===== src/rtl/imem_fetch_ctrl.sv =====
// Byte-serial instruction fetch sequencer: walks four ROM bytes per instruction, assembles them
// big-endian and hands the word to the decoder over valid/ready. Optional macro: IMEM_HALT_ON_ZERO_EN.
module imem_fetch_ctrl #(
    parameter int          ADDR_W   = 10,
    parameter logic [31:0] RESET_PC = 32'h0
) (
    input  logic              i_clk,
    input  logic              i_rst,
    input  logic              i_redirect,
    input  logic [31:0]       i_pc_in,
    output logic [ADDR_W-1:0] o_mem_addr,
    input  logic [7:0]        i_mem_rdata,
    output logic [31:0]       o_inst,
    output logic [31:0]       o_inst_pc,
    output logic              o_inst_valid,
    input  logic              i_inst_ready,
    output logic              o_halted,
    output logic              o_busy
);

    typedef enum logic [1:0] {
        S_FETCH,
        S_HOLD,
        S_HALT
    } state_t;

    state_t      r_state;
    logic [2:0]  r_cnt;
    logic [31:0] r_pc;
    logic [31:0] r_sr;
    logic [31:0] r_inst;
    logic [31:0] r_inst_pc;
    logic        r_inst_valid;

    logic [31:0] w_word;
    logic        w_halt_word;

    // The incoming byte completes the word in the same cycle it is captured.
    assign w_word = {r_sr[23:0], i_mem_rdata};

`ifdef IMEM_HALT_ON_ZERO_EN
    logic r_halted;
    assign w_halt_word = (w_word == 32'h0);
    assign o_halted    = r_halted;
`else
    assign w_halt_word = 1'b0;
    assign o_halted    = 1'b0;
`endif

    // Address wraps inside the ROM; the carry never reaches r_pc.
    assign o_mem_addr   = r_pc[ADDR_W-1:0] + ADDR_W'(r_cnt[1:0]);
    assign o_busy       = (r_state == S_FETCH);
    assign o_inst       = r_inst;
    assign o_inst_pc    = r_inst_pc;
    assign o_inst_valid = r_inst_valid;

    // NOTE: all state here uses non-blocking assignments so every register sees pre-edge values.
    always_ff @(posedge i_clk) begin
        if (i_rst) begin
            r_state      <= S_FETCH;
            r_cnt        <= 3'd0;
            r_pc         <= RESET_PC;
            r_sr         <= 32'h0;
            r_inst       <= 32'h0;
            r_inst_pc    <= RESET_PC;
            r_inst_valid <= 1'b0;
`ifdef IMEM_HALT_ON_ZERO_EN
            r_halted     <= 1'b0;
`endif
        end else if (i_redirect) begin
            r_pc         <= i_pc_in & ~32'h3;
            r_cnt        <= 3'd0;
            r_state      <= S_FETCH;
            r_inst_valid <= 1'b0;
`ifdef IMEM_HALT_ON_ZERO_EN
            r_halted     <= 1'b0;
`endif
        end else begin
            case (r_state)
                S_FETCH: begin
                    if (r_cnt != 3'd0) begin
                        r_sr <= w_word;
                    end
                    if (r_cnt == 3'd4) begin
                        if (w_halt_word) begin
                            r_state  <= S_HALT;
`ifdef IMEM_HALT_ON_ZERO_EN
                            r_halted <= 1'b1;
`endif
                        end else begin
                            r_inst       <= w_word;
                            r_inst_pc    <= r_pc;
                            r_inst_valid <= 1'b1;
                            r_state      <= S_HOLD;
                        end
                    end else begin
                        r_cnt <= r_cnt + 3'd1;
                    end
                end
                S_HOLD: begin
                    if (i_inst_ready) begin
                        r_pc         <= r_pc + 32'd4;
                        r_cnt        <= 3'd0;
                        r_inst_valid <= 1'b0;
                        r_state      <= S_FETCH;
                    end
                end
                S_HALT: begin
                    r_state <= S_HALT;
                end
                default: begin
                    r_state <= S_FETCH;
                end
            endcase
        end
    end

endmodule


===== config.mk =====
export PLATFORM = sky130hd
export DESIGN_NAME = imem_fetch_ctrl
export DESIGN_NICKNAME = d
export VERILOG_FILES = /design/src/rtl/imem_fetch_ctrl.sv
export SDC_FILE = /design/constraint.sdc
export NUM_CORES = 1
export LEC_CHECK = 0
export BUFFER_PORTS_ARGS = -buffer_cell sky130_fd_sc_hd__buf_4
export CAP_MARGIN = 20
export CORE_UTILIZATION = 48
export CTS_CLUSTER_DIAMETER = 200
export DETAILED_ROUTE_END_ITERATION = 12
export PLACE_DENSITY = 0.83
export SETUP_SLACK_MARGIN = 0.02
export SLEW_MARGIN = 10
export SYNTH_ARGS = -nofsm -noshare
export SYNTH_HDL_FRONTEND = slang
export SYNTH_SLANG_ARGS = --single-unit

===== constraint.sdc =====
create_clock -name i_clk -period 2 [get_ports i_clk]
set_input_delay 0.4 -clock i_clk [delete_from_list [all_inputs] [get_ports i_clk]]
set_output_delay 0.4 -clock i_clk [all_outputs]
set_load 0.05 [all_outputs]

==> Word level (Yosys, flattened, before mapping) <==
Index checks and enable logic that the tools add are counted.
{ "word_totals": {"ff_bits": 126, "in_bits": 44, "elab_cells": 43} }
{ "op_classes": {"n_addsub": 3, "eq_ne": 6, "n_mux": 12, "bitwise": 1, "reduce_logical": 13} }
{ "ops": {"columns": ["operator", "count"], "rows": [
  ["$mux 32", 3],
  ["$add 32x3->32 const B", 1],
  ["$reduce_and 3->1", 4],
  ["$add 10x2->10", 1],
  ["$mux 3", 2],
  ["$pmux 2 s3", 1],
  ["$pmux 3 s2", 1],
  ["$reduce_and 2->1", 3],
  ["$reduce_bool 2->1", 3],
  ["$mux 2", 2],
  ["$ne 2x2->1 const B", 2],
  ["$add 3x1->3 const B", 1],
  ["$eq 3x3->1 const B", 1],
  ["$reduce_bool 3->1", 1],
  ["$eq 2x1->1 const B", 1],
  ["$eq 2x2->1 const B", 1],
  ["$logic_not 2->1", 1],
  ["$mux 1", 2],
  ["$ne 2x1->1 const B", 1],
  ["$pmux 1 s2", 1],
  ["$reduce_or 2->1", 1],
  ["$not 1->1", 1]
]} }

==> Logic depth before layout (Yosys ltp) <==
Gate-level depths: netlist of run 1.
{ "depth": {"depth_word": 4, "depth_mapped": 7, "depth_no_buf": 6} }

==> Worst setup path after synthesis of run 1 <==
Ideal clock, no wire load.
{ "synth_path": {"path_type": "register to register", "start": "register r_pc[2]", "end": "register r_pc[12]", "setup_ns": 0.091, "t_arrival_ns": 1.882, "path_slack_ns": 0.027, "stages_incl_launch_ff": 7, "path_buffers": 1, "synth_period_minus_slack_ns": 1.973, "path_cell_list": "dfxtp_1 -> ha_1 -> inv_1 -> or4_4 -> buf_2 -> or3_1 -> a311oi_1"} }
{ "synth_between": {"elab_chain_len": 4} }
{ "synth_lines": {"columns": ["element", "line_no", "source"], "rows": [
  ["start, declared", "29", "logic [31:0] r_pc;"],
  ["start signal, assigned", "71", "r_pc <= i_pc_in & ~32'h3;"],
  ["start signal, assigned", "102", "r_pc <= r_pc + 32'd4;"],
  ["$add 32x3->32", "102", null],
  ["$mux 32", "101", "if (i_inst_ready) begin"],
  ["$mux 32", "79", "case (r_state)"],
  ["$mux 32", "70", "end else if (i_redirect) begin"]
]} }
No other way between the ends. The select of a mux whose other input is x is not followed.
A chain may end at the register's enable or synchronous reset.

==> Final worst setup path of run 1 <==
{ "layout_path": {"start": "register r_pc[10]", "end": "register r_pc[25]"} }
Same word-level chain as after synthesis.

==> results of run 1 <==
## metal layers
| metal | vias up | routed length, um | global-route usage [%] |
|---|---|---|---|
| met1 | 2357 | 5540 | 29.4 |
| met2 | 214 | 6860 | 43.1 |
| met5 | - | 0 | 0 |
| met3 | 18 | 743 | 5.01 |
| met4 | 0 | 159 | 8.55 |
| li1 | 2471 | - | - |
## cell usage in the layout, fill, tap and decap left out, drive strengths merged, types with 12 or more instances in the layout
master | synthesis | final
a21oi | 92 | 92
buf | 18 | 153
clkbuf | 39 | 17
dfxtp | 122 | 122
inv | 10 | 20
nand2 | 187 | 187
nand3 | 17 | 17
nand4 | 12 | 12
nor2 | 33 | 33
## repair_timing
action	in CTS	in global routing
setup buffers	0	1
setup endpoints to repair	0	32
hold buffers	0	0
gates resized for setup	0	5
## registers in the layout, summed over array words and instances (netlist names)
register	cells
r_sr	24
o_inst_pc	30
o_inst_valid	1
r_cnt	3
r_state	2
r_pc	30
o_inst	32
## cell type report
cell class	instances	area (um^2)
Inverter	10	37.5
Clock buffer	17	414
Multi-Input combinational cell	465	2410
Tap cell	136	170
Clock inverter	15	156
Fill cell	828	3490
Timing Repair Buffer	153	1200
Sequential cell	122	2440
## how the worst max path moves through the flow
stage | start | cells after the start | endpoint
after CTS | r_pc[2] | 5 | r_pc[20]
after global routing | r_pc[2] | 5 | r_pc[20]
after detailed placement | i_inst_ready | 5 | r_pc[25]
final | r_pc[10] | 4 | r_pc[25]
after floorplan | r_pc[2] | 6 | r_pc[12]
after global placement | i_inst_ready | 5 | r_pc[25]
## worst reg2reg max path, cell delays in order, from the launching register on
cell	delay [ps]
dfxtp_1	380
nand4_1	160
or4_4	590
or3_1	390
a2111oi_2	300
## through the flow
step / total power [uW] / area [um^2]
final: 5880 / 6830
after CTS: 5920 / 6800
after floorplan: 2830 / 5120
after global routing: 6070 / 6830
after detailed placement: 2990 / 6220
after global placement: 2980 / 6220
## cells by family (layout without fill, tap and decap cells)
kind of cell,after synthesis,count (layout),synth area share [%]
adders and majority gates,3,3,0.734
xor gates and xnor gates,10,10,1.71
DFF,122,122,47.7
other,1,3,0.0733
and+or+nand+nor,304,304,26.8
buffers and inverters,67,195,6.09
AOI/OAI and AO/OA,145,145,16.9
## power breakdown
group          leakage, uW  internal, uW  total, uW  switching, uW
registers         0.000991          2480       2540           55.1
clock network     0.000273          1700       2930           1230
logic              0.00131           164        412            248
==> metrics.md, run 1 <==
| Metric | Value |
|---|---|
| Status | `completed` |
| CTS max path bufs | `2` |
| Post-synth top cells | `nand2_1 (187), dfxtp_1 (122), a21oi_1 (92)` |
| Hpwl dp | `between 9000 and 10000 um` |
| Commonest register cell after synthesis | `dfxtp_1` |
| Total track usage | `about a quarter` |
| Power Density | `between 800 and 900 nW/um^2` |
| Yosys Warn Count | `0` |
| Die Width | `between 100 and 150 um` |
| Number of global-route vias before repair | `around 4800` |
| MaxCap Viol Count | `0` |
| Final setup TNS | `0 ps` |
| Critical Setup Path Class | `flip-flop to flip-flop` |
| Gr ovfl total | `0` |
| Hold Vio Cnt, Final | `0` |
| Die Area | `11100 um^2` |
| DR iter-0 viols | `279` |
| Min-delay src | `i_pc_in[27]` |
| Drt first pass iters | `5` |
| Most common cell in the netlist | `nand2_1` |
| Core Area | `10300 um^2` |
| Leakage power | `0.00257 uW` |
| Layout Area Growth over Synthesis | `33.5%` |
| Placed insts | `885` |
| Utilization after layout | `66.2%` |
| Critical Path Fanout Max | `11` |
| WHS Endpoint | `r_pc[27]` |
| Reg2reg end | `r_pc[25]` |
| H-tree depth | `4` |
| Cell breakdown of the critical path | `nand4_1 -> or4_4 -> or3_1 -> a2111oi_2` |
| First-pass GRT wire length | `21900 um` |
| Starting Density | `49.6%` |
| CTS tree | `yes` |
| Unique masters post-synth | `52` |
| Largest cells by area after synthesis | `dfxtp_1 (48%), nand2_1 (14%), a21oi_1 (9.0%)` |
| Slew @ Worst Pin | `596 ps` |
| Cell family with most CP delay | `simple AND/OR/NAND/NOR gates` |
| Pin count of the biggest net entering global routing | `57` |
| Relative slew slack | `60.1%` |
| Final clock skew | `around 7.3 ps` |
| Die Ht | `105 um` |
| CTS Buf Count | `17` |
| RSZ-0062 raised after global routing | `true` |
| Routed wire length | `13300 um` |
| Clk pin slew, worst setup/hold paths | `60 ps` |
| Fin cells | `918` |
| Arrival @ worst endpoint | `roughly 2300 ps` |
| Via Count | `5060` |
| Max Transition Viols Final | `0` |
| Worst setup slack after layout | `67.1 ps` |
| Peak supply drop | `0.438 mV` |
| Nets | `816` |
| CP peak stage delay | `590 ps` |
| Synth top area share | `47.7%` |
| Sequential area share after synthesis | `47.7%` |
| Area leader, netlist | `dfxtp_1` |
| Num rows | `37` |
| Io pins | `between 100 and 150` |
| Req. time, crit path | `around 2400 ps` |
| Period Utilization, post-route | `roughly 97%` |
| Hold Crit Class | `input port to flip-flop` |
| Share of cells above drive strength 1 | `25.8%` |
| Placer Congestion | `approximately 0.87` |
| Worst R2R Setup Slack | `70 ps` |
| Slowest-stage cell, CP | `or4_4` |
| Inserted Diodes | `0` |
| Crit Reg-Reg Startpoint | `r_pc[10]` |
| CP Buf/Inv Count | `0` |
| DR WL/cell | `~14 um` |
| PortBufs | `115` |
| Clock Sinks | `122` |
| Fmax | `approximately 520 MHz` |
| Remaining DRCs | `0` |
| Syn_area_per_cell | `7.85 um^2` |
| Setup Viol. Count Final | `0` |
| Crit path capture type | `flip-flop` |
| Setup WS pre-CTS | `-41.0 ps` |
| Clk Latency, worst-skew pair | `510 ps` |
| Post-route ant nets | `0` |
| Post-Syn Instances | `~650` |
| Antenna violations before repair | `0` |
| Synth Cell Area | `5120 um^2` |
| Synthesized flop and latch total | `122` |
| Min Tclk post-route | `1930 ps` |
| Root buf cell | `clkbuf_8` |
| Reg2Reg Depth | `4` |
| Vias per cell | `~5.5` |
| Startpoint types | `flip-flop` |
| Fraction of registers with async set/reset | `0%` |
| Hold-critical path depth | `3` |
| Hold WS | `approximately 97 ps` |
| Number of flops mapped to enable cells by yosys | `0` |
(Power assumes the default switching activity.)
==> inputs of run 2 (changes only) <==
--- a/config.mk
+++ b/config.mk
@@ -7,10 +7,11 @@
 export LEC_CHECK = 0
 export BUFFER_PORTS_ARGS = -buffer_cell sky130_fd_sc_hd__buf_4
 export CAP_MARGIN = 20
-export CORE_UTILIZATION = 48
-export CTS_CLUSTER_DIAMETER = 200
+export CORE_UTILIZATION = 50
+export CTS_BUF_LIST = sky130_fd_sc_hd__clkbuf_4
 export DETAILED_ROUTE_END_ITERATION = 12
-export PLACE_DENSITY = 0.83
+export GPL_TIMING_DRIVEN = 0
+export PLACE_DENSITY = 0.86
 export SETUP_SLACK_MARGIN = 0.02
 export SLEW_MARGIN = 10
 export SYNTH_ARGS = -nofsm -noshare
==> run 2 against run 1 <==
The flow now finishes with violations (setup timing); global-route usage rose by 4.4 points; combinational power increased by 11%; core utilization up 3.8 points; die area decreased by 3.9%; cell area rose by 1.0%; worst hold slack got worse by 10 ps; sequential cell count unchanged; register-to-register slack got worse by 150 ps; critical path type unchanged.
==> metrics.md, run 2 (synthesized netlist as in run 1, its figures left out) <==
| Metric | Value |
|---|---|
| Root buf cell | `clkbuf_4 (was clkbuf_8)` |
| Hpwl dp | `10400 um (was 9150 um)` |
| Psw | `1320 uW (was 1530 uW)` |
| Layout Area Growth over Synthesis | `34.9% (was 33.5%)` |
| Status | `finished with violations (was completed)` |
| Placer Congestion | `0.897 (was 0.872)` |
| CTS tree | `yes (unchanged)` |
| Most frequent cells in the layout | `nand2_1 (186), buf_4 (146), dfxtp_1 (103) (was nand2_1 (187), buf_4 (149), dfxtp_1 (122))` |
| PortBufs | `114 (was 115)` |
| Max reg flops | `32 (unchanged)` |
| Req. time, crit path | `2430 ps (was 2400 ps)` |
| Die Area | `10600 um^2 (was 11100 um^2)` |
| Critical Setup Path Class | `flip-flop to flip-flop (unchanged)` |
| Final clock skew | `20.8 ps (was 7.27 ps)` |
| Clk Latency, worst-skew pair | `530 ps (was 510 ps)` |
| Cell breakdown of the critical path | `nand4_1 -> or4_4 -> buf_8 -> or3_4 -> a311oi_2 (was nand4_1 -> or4_4 -> or3_1 -> a2111oi_2)` |
| Min Tclk post-route | `2080 ps (was 1930 ps)` |
| MaxCap Viol Count | `0 (unchanged)` |
| Logic pwr share | `9.4% (was 7.0%)` |
| Io pins | `121 (unchanged)` |
| Internal power | `3550 uW (was 4350 uW)` |
| Post-route ant nets | `0 (unchanged)` |
| Cell Area, Placed | `6150 um^2 (was 6220 um^2)` |
| Total track usage | `28.8% (was 24.5%)` |
| Die Width | `103 um (was 105 um)` |
| Remaining DRCs | `0 (unchanged)` |
| Switching share of total power | `27.1% (was 26.1%)` |
| CP peak stage delay | `570 ps (was 590 ps)` |
| Setup Viol. Count Final | `9 (was 0)` |
| Share of cells above drive strength 1 | `30.2% (was 25.8%)` |
| Power Density | `705 nW/um^2 (was 861 nW/um^2)` |
| Pwr Total | `4870 uW (was 5880 uW)` |
| Period Utilization, post-route | `104% (was 96.6%)` |
| Clock share of power | `38.0% (was 49.8%)` |
| Critical Path Fanout Max | `5 (was 11)` |
| Final setup TNS | `-419 ps (was 0 ps)` |
| Antenna violations before repair | `0 (unchanged)` |
| Routed wire length | `15900 um (was 13300 um)` |
| Max Transition Viols Final | `0 (unchanged)` |
| Gr ovfl total | `0 (unchanged)` |
| Starting Density | `51.9% (was 49.6%)` |
| Clock Sinks | `122 (unchanged)` |
| Crit path capture type | `flip-flop (unchanged)` |
| Worst setup slack after layout | `-81.5 ps (was 67.1 ps)` |
| CTS Buf Count | `17 (unchanged)` |
| Number of global-route vias before repair | `4967 (was 4793)` |
| Fill cell count | `733 (was 828)` |
| Via Count | `5521 (was 5060)` |
| Utilization after layout | `70.0% (was 66.2%)` |
| CTS Hold Bufs | `0 (unchanged)` |
| RSZ-0062 raised after global routing | `true (unchanged)` |
| Inserted Diodes | `0 (unchanged)` |
| Pin count of the biggest net entering global routing | `17 (was 57)` |
| Num rows | `36 (was 37)` |
| DR iter-0 viols | `535 (was 279)` |
| Drt first pass iters | `6 (was 5)` |
| Peak supply drop | `0.413 mV (was 0.438 mV)` |
| Commonest non-fill, non-tap cell in the layout | `nand2_1 (unchanged)` |
| First-pass GRT wire length | `23500 um (was 21900 um)` |
| Arrival @ worst endpoint | `2510 ps (was 2330 ps)` |
| Slew @ Worst Pin | `630 ps (was 596 ps)` |
| Startpoint types | `flip-flop (unchanged)` |
| Hold Crit Class | `input port to flip-flop (unchanged)` |
| H-tree depth | `4 (unchanged)` |
| Nets | `853 (was 816)` |
| Hold Vio Cnt, Final | `0 (unchanged)` |
| Fin area | `6900 um^2 (was 6830 um^2)` |
| Die Ht | `103 um (was 105 um)` |
| Relative slew slack | `57.6% (was 60.1%)` |
| CTS max path bufs | `2 (unchanged)` |
| Sequential Power Share | `52.5% (was 43.2%)` |
| Slowest-stage cell, CP | `or4_4 (unchanged)` |
| DR WL/cell | `16.7 um (was 14.5 um)` |
| Core Area | `9860 um^2 (was 10300 um^2)` |
| Fmax | `480 MHz (was 517 MHz)` |
| Failing checks | `setup timing` |
| Hold WS | `87.0 ps (was 97.1 ps)` |
| Vias per cell | `5.80 (was 5.51)` |
| Clk pin slew, worst setup/hold paths | `120 ps (was 60 ps)` |
| Leakage power | `0.00259 uW (was 0.00257 uW)` |
-- run 2: layer usage --
metal | track usage (%) | routed length (um)
met1 | 35.2 | 5880
met2 | 48.1 | 7690
met3 | 7.25 | 1520
met4 | 13.0 | 782
met5 | 0 | 0
-- run 2: layout make-up --
type / instances / area [um^2] / area share (%)
timing repair buffer: 136 / 1040 / 15.1
sequential: 122 / 2500 / 36.2
buffer: 54 / 294 / 4.26
clock buffer: 18 / 135 / 1.96
inverter: 10 / 40.0 / 0.580
clock inverter: 14 / 171 / 2.48
tap: 133 / 166 / 2.41
multi-input combinational: 465 / 2550 / 37.0
-- run 2: through the flow --
stage	cells	setup slack (ps)
floorplan	654	26.8
global placement	901	-422
detailed placement	901	-463
CTS	938	20.7
global route	952	-67.3
finish	952	-81.5
-- run 2: final timing paths --
check / startpoint / end / slack, ps / cells past startpoint
min reg2reg: r_sr[23] / o_inst[31] / 460 / 2
min: i_pc_in[27] / r_pc[27] / 90 / 3
max: r_pc[8] / r_pc[12] / -80 / 5
max reg2reg: r_pc[8] / r_pc[12] / -80 / 5
-- run 2: worst max-delay path: cells and delay by family (launching register included) --
kind,cells,cell delay [ps]
and+or+nand+nor,3,1190
DFF,1,370
AOI/OAI and AO/OA,1,250
buffers and inverters,1,160
-- run 2: timing repair --
action                     in CTS  in global routing
buffers inserted                6                 14
gates cloned                    0                  2
setup endpoints to repair      84                 95
gates resized for setup        39                 49
pin swaps                       4                 10
-- run 2: power groups by stage --
stage                     sequential (uW)  combinational, uW  clock (uW)
after floorplan                      2590                245           0
after global placement               2610                376           0
after detailed placement             2610                383           0
after CTS                            2550                404        1870
after global routing                 2560                487        2000
final                                2560                459        1850
==> inputs of run 3 (changes only) <==
--- a/config.mk
+++ b/config.mk
@@ -12,6 +12,7 @@
 export DETAILED_ROUTE_END_ITERATION = 12
 export GPL_TIMING_DRIVEN = 0
 export PLACE_DENSITY = 0.86
+export RECOVER_POWER = 100
 export SETUP_SLACK_MARGIN = 0.02
 export SLEW_MARGIN = 10
 export SYNTH_ARGS = -nofsm -noshare
==> run 3 against run 2 <==
The flow still finishes with violations (setup timing); cell count is the same; first-iteration DRC count shrank 6.7%; combinational power is essentially flat; critical path type unchanged; critical endpoint unchanged; largest cell class unchanged; largest power group unchanged.
==> metrics.md, run 3 (synthesized netlist as in run 1, its figures left out) <==
| Metric | Value |
|---|---|
| Total track usage | `28.8% (unchanged)` |
| Peak supply drop | `0.413 mV (about the same)` |
| Critical Path Fanout Max | `5 (unchanged)` |
| Relative slew slack | `53.6% (was 57.6%)` |
| Die Ht | `103 um (unchanged)` |
| Remaining DRCs | `0 (unchanged)` |
| Via Count | `5511 (was 5521)` |
| Placed insts | `901 (unchanged)` |
| Post-route ant nets | `0 (unchanged)` |
| Arrival @ worst endpoint | `2500 ps (was 2510 ps)` |
| Final clock skew | `20.9 ps (was 20.8 ps)` |
| CP peak stage delay | `570 ps (about the same)` |
| Crit path capture type | `flip-flop (unchanged)` |
| MaxCap Viol Count | `0 (unchanged)` |
| Gr ovfl total | `0 (unchanged)` |
| DR iter-0 viols | `499 (was 535)` |
| Clk pin slew, worst setup/hold paths | `120 ps (about the same)` |
| Fin cells | `952 (unchanged)` |
| Placer Congestion | `0.897 (unchanged)` |
| Req. time, crit path | `2430 ps (about the same)` |
| Max reg flops | `32 (unchanged)` |
| Most frequent cells in the layout | `nand2_1 (186), dfxtp_1 (103), a21oi_1 (92) (was nand2_1 (186), buf_4 (146), dfxtp_1 (103))` |
| Antenna violations before repair | `0 (unchanged)` |
| H-tree depth | `4 (unchanged)` |
| Max Transition Viols Final | `0 (unchanged)` |
| PortBufs | `114 (unchanged)` |
| Failing checks | `setup timing (unchanged)` |
| Core Area | `9860 um^2 (unchanged)` |
| Die Area | `10600 um^2 (unchanged)` |
| Num rows | `36 (unchanged)` |
| Critical Setup Path Class | `flip-flop to flip-flop (unchanged)` |
| Vias per cell | `5.79 (was 5.80)` |
| Min Tclk post-route | `2070 ps (was 2080 ps)` |
| Setup WS pre-CTS | `-463 ps (unchanged)` |
| Utilization after layout | `67.6% (was 70.0%)` |
| Routed wire length | `15900 um (about the same)` |
| Clk Latency, worst-skew pair | `540 ps (was 530 ps)` |
| Hold Crit Class | `input port to flip-flop (unchanged)` |
| Inserted Diodes | `0 (unchanged)` |
| Setup Viol. Count Final | `8 (was 9)` |
| CTS max path bufs | `2 (unchanged)` |
| Startpoint types | `flip-flop (unchanged)` |
| Hold Vio Cnt, Final | `0 (unchanged)` |
| Io pins | `121 (unchanged)` |
| Hpwl dp | `10400 um (unchanged)` |
| CTS Hold Bufs | `0 (unchanged)` |
| Number of global-route vias before repair | `4967 (unchanged)` |
| Die Width | `103 um (unchanged)` |
| Fmax | `484 MHz (was 480 MHz)` |
| Cell breakdown of the critical path | `nand4_1 -> or4_4 -> buf_8 -> or3_4 -> a311oi_2 (unchanged)` |
| Layout Area Growth over Synthesis | `30.3% (was 34.9%)` |
| Share of cells above drive strength 1 | `23.0% (was 30.2%)` |
| Nets | `853 (unchanged)` |
| CTS tree | `yes (unchanged)` |
| Drt first pass iters | `6 (unchanged)` |
| Period Utilization, post-route | `103% (was 104%)` |
| First-pass GRT wire length | `23500 um (unchanged)` |
| Slew @ Worst Pin | `691 ps (was 630 ps)` |
| Slowest-stage cell, CP | `or4_4 (unchanged)` |
| Leakage power | `0.00234 uW (was 0.00259 uW)` |
| Pin count of the biggest net entering global routing | `17 (unchanged)` |
| CTS Buf Count | `17 (unchanged)` |
| Status | `finished with violations (unchanged)` |
| Starting Density | `51.9% (unchanged)` |
| RSZ-0062 raised after global routing | `true (unchanged)` |
| Power Density | `732 nW/um^2 (was 705 nW/um^2)` |
| Commonest non-fill, non-tap cell in the layout | `nand2_1 (unchanged)` |
| Worst setup slack after layout | `-67.9 ps (was -81.5 ps)` |
| Clock Sinks | `122 (unchanged)` |
| DR WL/cell | `16.7 um (about the same)` |
| Root buf cell | `clkbuf_4 (unchanged)` |
-- run 3: changes by cell type in the layout (fill, tap and decap cells not counted), sizes merged --
cell	delta
buf	-65
clkbuf	+65
-- run 3: per-stage QoR --
step                total power [uW]  area, um^2  hold WS, ps  setup TNS (ps)
global placement                2990        6150          442           -3540
CTS                             4830        6590         50.7               0
finish                          4880        6670         83.9            -200
floorplan                       2830        5120          432               0
detailed placement              3000        6150          443           -6700
global route                    5050        6670         79.4            -336
-- run 3: critical path, delay by kind of cell (launching register included) --
family,cells,cell delay [ps]
DFF,1,370
AOI/OAI and AO/OA,1,250
buffers and inverters,1,160
and+or+nand+nor,3,1180
-- run 3: final timing paths --
path	startpoint	end	slack [ps]	cells after the start
worst min-delay path	i_pc_in[27]	r_pc[27]	80	3
worst max-delay path	r_pc[8]	r_pc[12]	-70	5
worst min register to register	r_sr[19]	o_inst[27]	460	2
worst max register to register	r_pc[8]	r_pc[12]	-70	5
-- run 3: area by class of cell --
| type | instances | area (um^2) |
|---|---|---|
| Buffer | 54 | 294 |
| Clock buffer | 18 | 135 |
| Clock inverter | 14 | 171 |
| Fill cell | 792 | 3200 |
| Inverter | 10 | 40.0 |
| Multi-Input combinational cell | 465 | 2550 |
| Sequential cell | 122 | 2500 |
| Tap cell | 133 | 166 |
| Timing Repair Buffer | 136 | 810 |
-- run 3: per-layer routing --
layer  part of all wire [%]  global-route usage, %  wire (um)
met5                      0                      0          0
met4                    4.4                   13.0        695
met3                    9.4                   7.25       1500
met2                     49                   48.1       7760
met1                     37                   35.2       5970
-- run 3: repair_timing --
| action | CTS | global route |
|---|---|---|
| setup endpoints to repair | 84 | 95 |
| cloned | 0 | 2 |
| hold endpoints to repair | 0 | 0 |
| resized for setup | 39 | 49 |
| pin swaps | 4 | 10 |
| setup buffers | 6 | 14 |
-- run 3: where the power goes --
part	internal, uW	total (uW)	switching (uW)
combinational	188	458	270
sequential	2480	2560	80.5
clock	884	1860	980
total	3550	4880	1330
